`src/rtl/serial_adder_ctrl.sv`:
```
// Bit-serial add sequencer around an external combinational full adder; o_err under SERIAL_ADDER_CHECK_EN.
// Latency: start accepted on edge N, o_done pulses in the cycle after edge N+WIDTH (one add per WIDTH+1 cycles).
// Backpressure: none; i_start is only sampled outside RUN and is otherwise dropped, never queued.
module serial_adder_ctrl #(
    parameter int WIDTH = 8
) (
    input  logic             i_clk,
    input  logic             i_rst_n,
    input  logic             i_start,
    input  logic [WIDTH-1:0] i_a,
    input  logic [WIDTH-1:0] i_b,
    input  logic             i_cin,
    output logic             o_fa_bit1,
    output logic             o_fa_bit2,
    output logic             o_fa_carry,
    input  logic             i_fa_sum,
    input  logic             i_fa_carry,
    output logic             o_busy,
    output logic             o_done,
    output logic [WIDTH-1:0] o_sum,
    output logic             o_cout
`ifdef SERIAL_ADDER_CHECK_EN
    ,
    output logic             o_err
`endif
);

    localparam int CW = (WIDTH > 1) ? $clog2(WIDTH) : 1;

    localparam logic [1:0] S_IDLE = 2'd0;
    localparam logic [1:0] S_RUN  = 2'd1;
    localparam logic [1:0] S_DONE = 2'd2;

    localparam logic [CW-1:0] LAST_BIT = CW'(WIDTH - 1);
    localparam logic [CW-1:0] CNT_ONE  = CW'(1);

    logic [1:0]       r_state;
    logic [1:0]       w_next_state;
    logic [WIDTH-1:0] r_a;
    logic [WIDTH-1:0] r_b;
    logic             r_carry;
    logic [CW-1:0]    r_cnt;
    logic [WIDTH-1:0] r_shift_sum;
    logic [WIDTH-1:0] r_sum;
    logic             r_cout;

    logic             w_accept;
    logic             w_run;
    logic             w_last;
    logic [WIDTH-1:0] w_sum_shifted;

    assign w_run         = (r_state == S_RUN);
    assign w_accept      = i_start && !w_run;
    assign w_last        = w_run && (r_cnt == LAST_BIT);
    assign w_sum_shifted = {i_fa_sum, r_shift_sum[WIDTH-1:1]};

    // Adder inputs come from registers only, so there is no loop through the external full adder.
    assign o_fa_bit1  = r_a[0];
    assign o_fa_bit2  = r_b[0];
    assign o_fa_carry = r_carry;

    assign o_busy = w_run;
    assign o_done = (r_state == S_DONE);
    assign o_sum  = r_sum;
    assign o_cout = r_cout;

    always_comb begin
        w_next_state = r_state;
        case (r_state)
            S_IDLE:  if (i_start) w_next_state = S_RUN;
            S_RUN:   if (w_last)  w_next_state = S_DONE;
            S_DONE:  w_next_state = i_start ? S_RUN : S_IDLE;
            default: w_next_state = S_IDLE;
        endcase
    end

    always_ff @(posedge i_clk or negedge i_rst_n) begin
        if (!i_rst_n) begin
            r_state <= S_IDLE;
        end else begin
            r_state <= w_next_state;
        end
    end

    always_ff @(posedge i_clk or negedge i_rst_n) begin
        if (!i_rst_n) begin
            r_a         <= '0;
            r_b         <= '0;
            r_carry     <= 1'b0;
            r_cnt       <= '0;
            r_shift_sum <= '0;
            r_sum       <= '0;
            r_cout      <= 1'b0;
        end else if (w_accept) begin
            r_a     <= i_a;
            r_b     <= i_b;
            r_carry <= i_cin;
            r_cnt   <= '0;
        end else if (w_run) begin
            // Operand bits leave at the LSB while sum bits enter at the MSB, so after WIDTH shifts bit 0 lands in place.
            r_a         <= r_a >> 1;
            r_b         <= r_b >> 1;
            r_carry     <= i_fa_carry;
            r_cnt       <= r_cnt + CNT_ONE;
            r_shift_sum <= w_sum_shifted;
            if (w_last) begin
                r_sum  <= w_sum_shifted;
                r_cout <= i_fa_carry;
            end
        end
    end

`ifdef SERIAL_ADDER_CHECK_EN
    logic [WIDTH:0] r_ref;
    logic           r_err;

    assign o_err = r_err;

    always_ff @(posedge i_clk or negedge i_rst_n) begin
        if (!i_rst_n) begin
            r_ref <= '0;
            r_err <= 1'b0;
        end else begin
            if (w_accept) begin
                r_ref <= {1'b0, i_a} + {1'b0, i_b} + {{WIDTH{1'b0}}, i_cin};
            end
            // Compared in DONE, where the reference still belongs to the add just finished.
            if (r_state == S_DONE) begin
                r_err <= ({r_cout, r_sum} != r_ref);
            end
        end
    end
`endif

endmodule
```
`config.mk`:
```
export PLATFORM = sky130hd
export DESIGN_NAME = serial_adder_ctrl
export DESIGN_NICKNAME = d
export VERILOG_FILES = /design/src/rtl/serial_adder_ctrl.sv
export SDC_FILE = /design/constraint.sdc
export NUM_CORES = 1
export LEC_CHECK = 0
export ABC_AREA = 1
export ABC_CLOCK_PERIOD_IN_PS = 1380
export BUFFER_PORTS_ARGS = -buffer_cell sky130_fd_sc_hd__buf_2
export CAP_MARGIN = 15
export CELL_PAD_IN_SITES_DETAIL_PLACEMENT = 0
export CELL_PAD_IN_SITES_GLOBAL_PLACEMENT = 1
export CORE_ASPECT_RATIO = 0.9
export CORE_MARGIN = 2
export CORE_UTILIZATION = 35
export CTS_CLUSTER_SIZE = 10
export DETAILED_ROUTE_END_ITERATION = 8
export PLACE_DENSITY_LB_ADDON = 0.1
export SLEW_MARGIN = 20
export SYNTH_ARGS = -nofsm -noshare
export SYNTH_HDL_FRONTEND = slang
export SYNTH_SLANG_ARGS = --single-unit
export TNS_END_PERCENT = 30
```
`constraint.sdc`:
```
create_clock -name i_clk -period 1.38 [get_ports i_clk]
set_input_delay 0.207 -clock i_clk [delete_from_list [all_inputs] [get_ports i_clk]]
set_output_delay 0.207 -clock i_clk [all_outputs]
set_load 0.05 [all_outputs]
```
; ---- Yosys cells after proc, flatten, opt, wreduce, memory -nomap -nowiden
; Cells that the tools add are included.
[op_classes]
reduce_logical = 8
n_bitwise = 1
n_mux = 12
eq_ne = 5
n_addsub = 1
[ops]
columns = operator, n
row1 = 8-bit two-way mux, 4
row2 = 3-bit two-way mux, 2
row3 = 2-bit one-hot mux with 3 select lines, 1
row4 = 2-bit two-way mux, 2
row5 = 2-bit AND reduction, 2
row6 = "3-bit by 1-bit adder with 3-bit output, second input constant", 1
row7 = "3-bit == test, second input constant", 1
row8 = 1-bit two-way mux, 3
row9 = 3-bit AND reduction, 1
row10 = "2-bit by 1-bit == test with 1-bit output, second input constant", 1
row11 = "2-bit == test, second input constant", 1
row12 = 1-bit logical AND, 2
row13 = 2-bit zero test, 1
row14 = "2-bit by 1-bit != test with 1-bit output, second input constant", 1
row15 = "2-bit != test, second input constant", 1
row16 = 2-bit nonzero test, 1
row17 = 1-bit zero test, 1
row18 = 1-bit NOT, 1
[word_totals]
inputBits = 22
regBits = 39

; ---- Depth between registers and ports, before layout
[depth]
depth_word = 5
depth_mapped = 6

; ---- Worst setup path before layout
; OpenSTA, ideal clock, no wires.
[synth_path]
kind = flip-flop to output port
from = register r_state[1]
to = output port o_done
path_stages_with_launch = 3
arrival_ps = 1077
t_required_ps = 1173
slack_ps = 96
path_buffers = 0
cell_sequence = dfrtp_1 > inv_2 > nor2_1
[synth_between]
elab_chain_len = 1
[synth_rtl]
columns = item, line
row1 = start: declaration, 37  ; logic [1:0] r_state;
row2 = start signal: assignment, 81  ; r_state <= w_next_state;
row3 = 2-bit == test, 63  ; assign o_done = (r_state == S_DONE);
row4 = end: declaration, 19  ; output logic o_done,
; No other way between the ends.

; ---- Worst setup path in the final report
[layout_path]
from = register r_state[0]
to = output port o_busy
[layout_between]
elab_chain_len = 1
[layout_rtl]
columns = item, line
row1 = 2-bit by 1-bit == test with 1-bit output, 52  ; assign w_run = (r_state == S_RUN);
row2 = end: declaration, 18  ; output logic o_busy,
; No other way between the ends.

==> out/metrics.yaml <==
synth_area_sq_um: 1733
die_height_um: 70.76
synth_cell_types: 20
cell_internal_pwr_uw: 2564
crit_required_ns: 1.17
worstHoldEndpoint: "o_cout"
place_congestion: 0.7409
clkTransAtPathRegs_ns: 0.07
cts_root_buf: "clkbuf_8"
area_delta_synth_final_pct: 17.33
place_inst: 276
wl_um: 3610
fin_crit_ns: 1.309
critPathArrivalTime_ns: 1.10
swShare_pct: 45.11
post-cts-setup-buffers: 0
netlist_instances: 180
route.vias.total: 1341
path_max_fanout: 5
ir_worst_vdd_mv: 1.050
final_nets: 243
coreArea_sq_um: 4805
hp-start: "i_fa_carry"
initialDrtViolationCount: 86
crit_chain: "inv_2 -> nor2_4 -> buf_6"
htree_num_levels: 2
drt_first_pass_iters: 5
hold_path.class: "input pin to register"
synthesis.nets: 204
layout-drive-gt1-share_pct: 29.22
drc: 0
cts_tree: "built"
period_share_pct: 94.83
reg2regPathDepth: 6
r2r-start: "r_cnt[0]"
power_density_nw_per_um2: 2297
die-width_um: 78.17
clock_skew_ns: 0.004212
final-max-slew-violation-count: 0
fin_cells: 284
status: "complete, no violations"
numCtsBuffers: 5
synth.area.top_cells: "dfrtp_1 (55%), nand3_1 (13%), nand2_1 (12%)"
yosysTopAreaCell: "dfrtp_1"
critPathCaptureType: "primary output"
rsz0062_at_grt: "false"
syn_area_per_cell_sq_um: 9.627
setup_viol: 0
critPathLaunch: "r_state[0]"
grt_pass1_wl_um: 6313
leakage_uw: 0.001045
grtUsageTotal_pct: 14.56
p_comb_share_pct: 45.2
fillers: 508
r2r_setup_slack_ns: 0.13
clock_path_buffers: 2
path_class: "register to primary output"
hold_viol_final: 0
fmaxAchievable_mhz: 764.1
gr-total-overflow: 0
worstHoldPathCells: 3
synth-seq-area-share_pct: 54.87
whs_ns: 0.1436
slowest_stage: "dfrtp_1"
io_pins: 36
final.setup.tns_ns: 0
grt_max_degree: 39
clock_latency_ns: 0.28
maxCapViolCount: 0
antenna_found_initial: 0
regToRegEndpoint: "o_sum[3]"
slew_headroom_pct: 68.25
start_util_pct: 36.07
io_buffers: 35
ys_seq_elements: 38
diodes: 0
hpwl_um: 2451
worst_slew_pin_slew_ns: 0.4763
dieArea_sq_um: 5531
wire_per_inst_um: 12.71
synth_top_area_share_pct: 54.87
p_sw_uw: 2107
clock_sinks: 38
critPathMaxStageDelay_ns: 0.42
ant_nets: 0
start_kind: "register"
ys.warnings.count: 0
num_rows: 24
seq_power_share_pct: 39.8
grt_pass1_vias: 1356
vias_per_cell: 4.722
power_frac_clock_pct: 15.0
-- per-stage QoR --
step | cell area (sq um) | total power, uW | utilization, % | setup slack [ns]
3_3_place_gp | 1934 | 3902 | 40.26 | 0.1517
2_1_floorplan | 1733 | 3651 | - | 0.09552
6_report | 2033 | 4670 | 42.32 | 0.07135
5_1_grt | 2033 | 5034 | 42.32 | 0.008563
3_5_place_dp | 1934 | 3986 | 40.26 | 0.09634
4_1_cts | 2023 | 4728 | 42.11 | 0.0006709
-- cell type report --
cell class              instances  area, sq um  share of cell area [%]
flip-flops and latches         38        950.9                   46.77
multi-input cells             124        635.6                   31.26
repair buffers                 43        262.8                   12.92
well taps                      65        81.33                   4.000
inverters                       7        26.28                   1.292
clock buffers                   7        76.32                   3.754
-- cells in the mapped netlist (all sizes together) --
library cell and number:
nor2 3, o21ai 7, dfrtp 38, ha 2, nand3 52, nand2 59
inv 7, o22ai 1, buf 11
-- registers in the layout, summed over array words and instances (netlist names) --
register	flops
o_cout	1
o_fa_carry	1
o_sum	8
r_a	8
r_b	8
r_cnt	3
r_shift_sum	7
r_state	2
-- power groups by stage --
stage                     clock (uW)  combinational, uW  sequential, uW
after CTS                        733               2140            1860
after global placement             0               2060            1850
after floorplan                    0               1280            2370
after detailed placement           0               2110            1880
final                            702               2110            1860
after global routing             777               2340            1920
-- placed cells by master (no fill, tap or decap), drive strengths merged --
master / instances
nand2: 59
nand3: 52
buf: 42
dfrtp: 38
clkbuf: 7
inv: 7
o21ai: 7
nor2: 3
ha: 2
o22ai: 1
dlygate4sd3: 1
-- critical path, delay by kind of cell, from the launching register on --
| kind | cells | cell delay [ns] |
|---|---|---|
| buffers and inverters | 2 | 0.25 |
| flip-flops | 1 | 0.42 |
| AND/OR/NAND/NOR | 1 | 0.16 |
-- per-layer routing --
layer	part of all wire (%)	track usage [%]	vias up
met5	0	0	-
met4	1.7	5.848	0
met3	4.6	3.827	8
met2	49	23.56	31
met1	45	18.78	637
li1	-	-	665
-- kinds of logic after synthesis --
logic type	after synthesis	synth area share (%)
DFF	38	54.87
and+or+nand+nor	114	32.42
AOI/OAI and AO/OA	8	2.816
buffers and inverters	18	8.448
adders and majority gates	2	1.444
-- worst max-delay path by stage --
stage               cells past startpoint       end
detailed placement                      6  o_sum[7]
global placement                        6  o_sum[1]
floorplan                               2    o_done
CTS                                     3    o_done
global route                            3    o_done
finish                                  3    o_busy
-- what timing repair did --
| action | CTS | global route |
|---|---|---|
| endpoints found under the hold margin | 38 | 0 |
| endpoints found under the setup margin | 1 | 5 |
| hold buffers | 1 | 0 |
| resized for setup | 1 | 5 |
No activity file was read; power rests on OpenSTA's default activity.
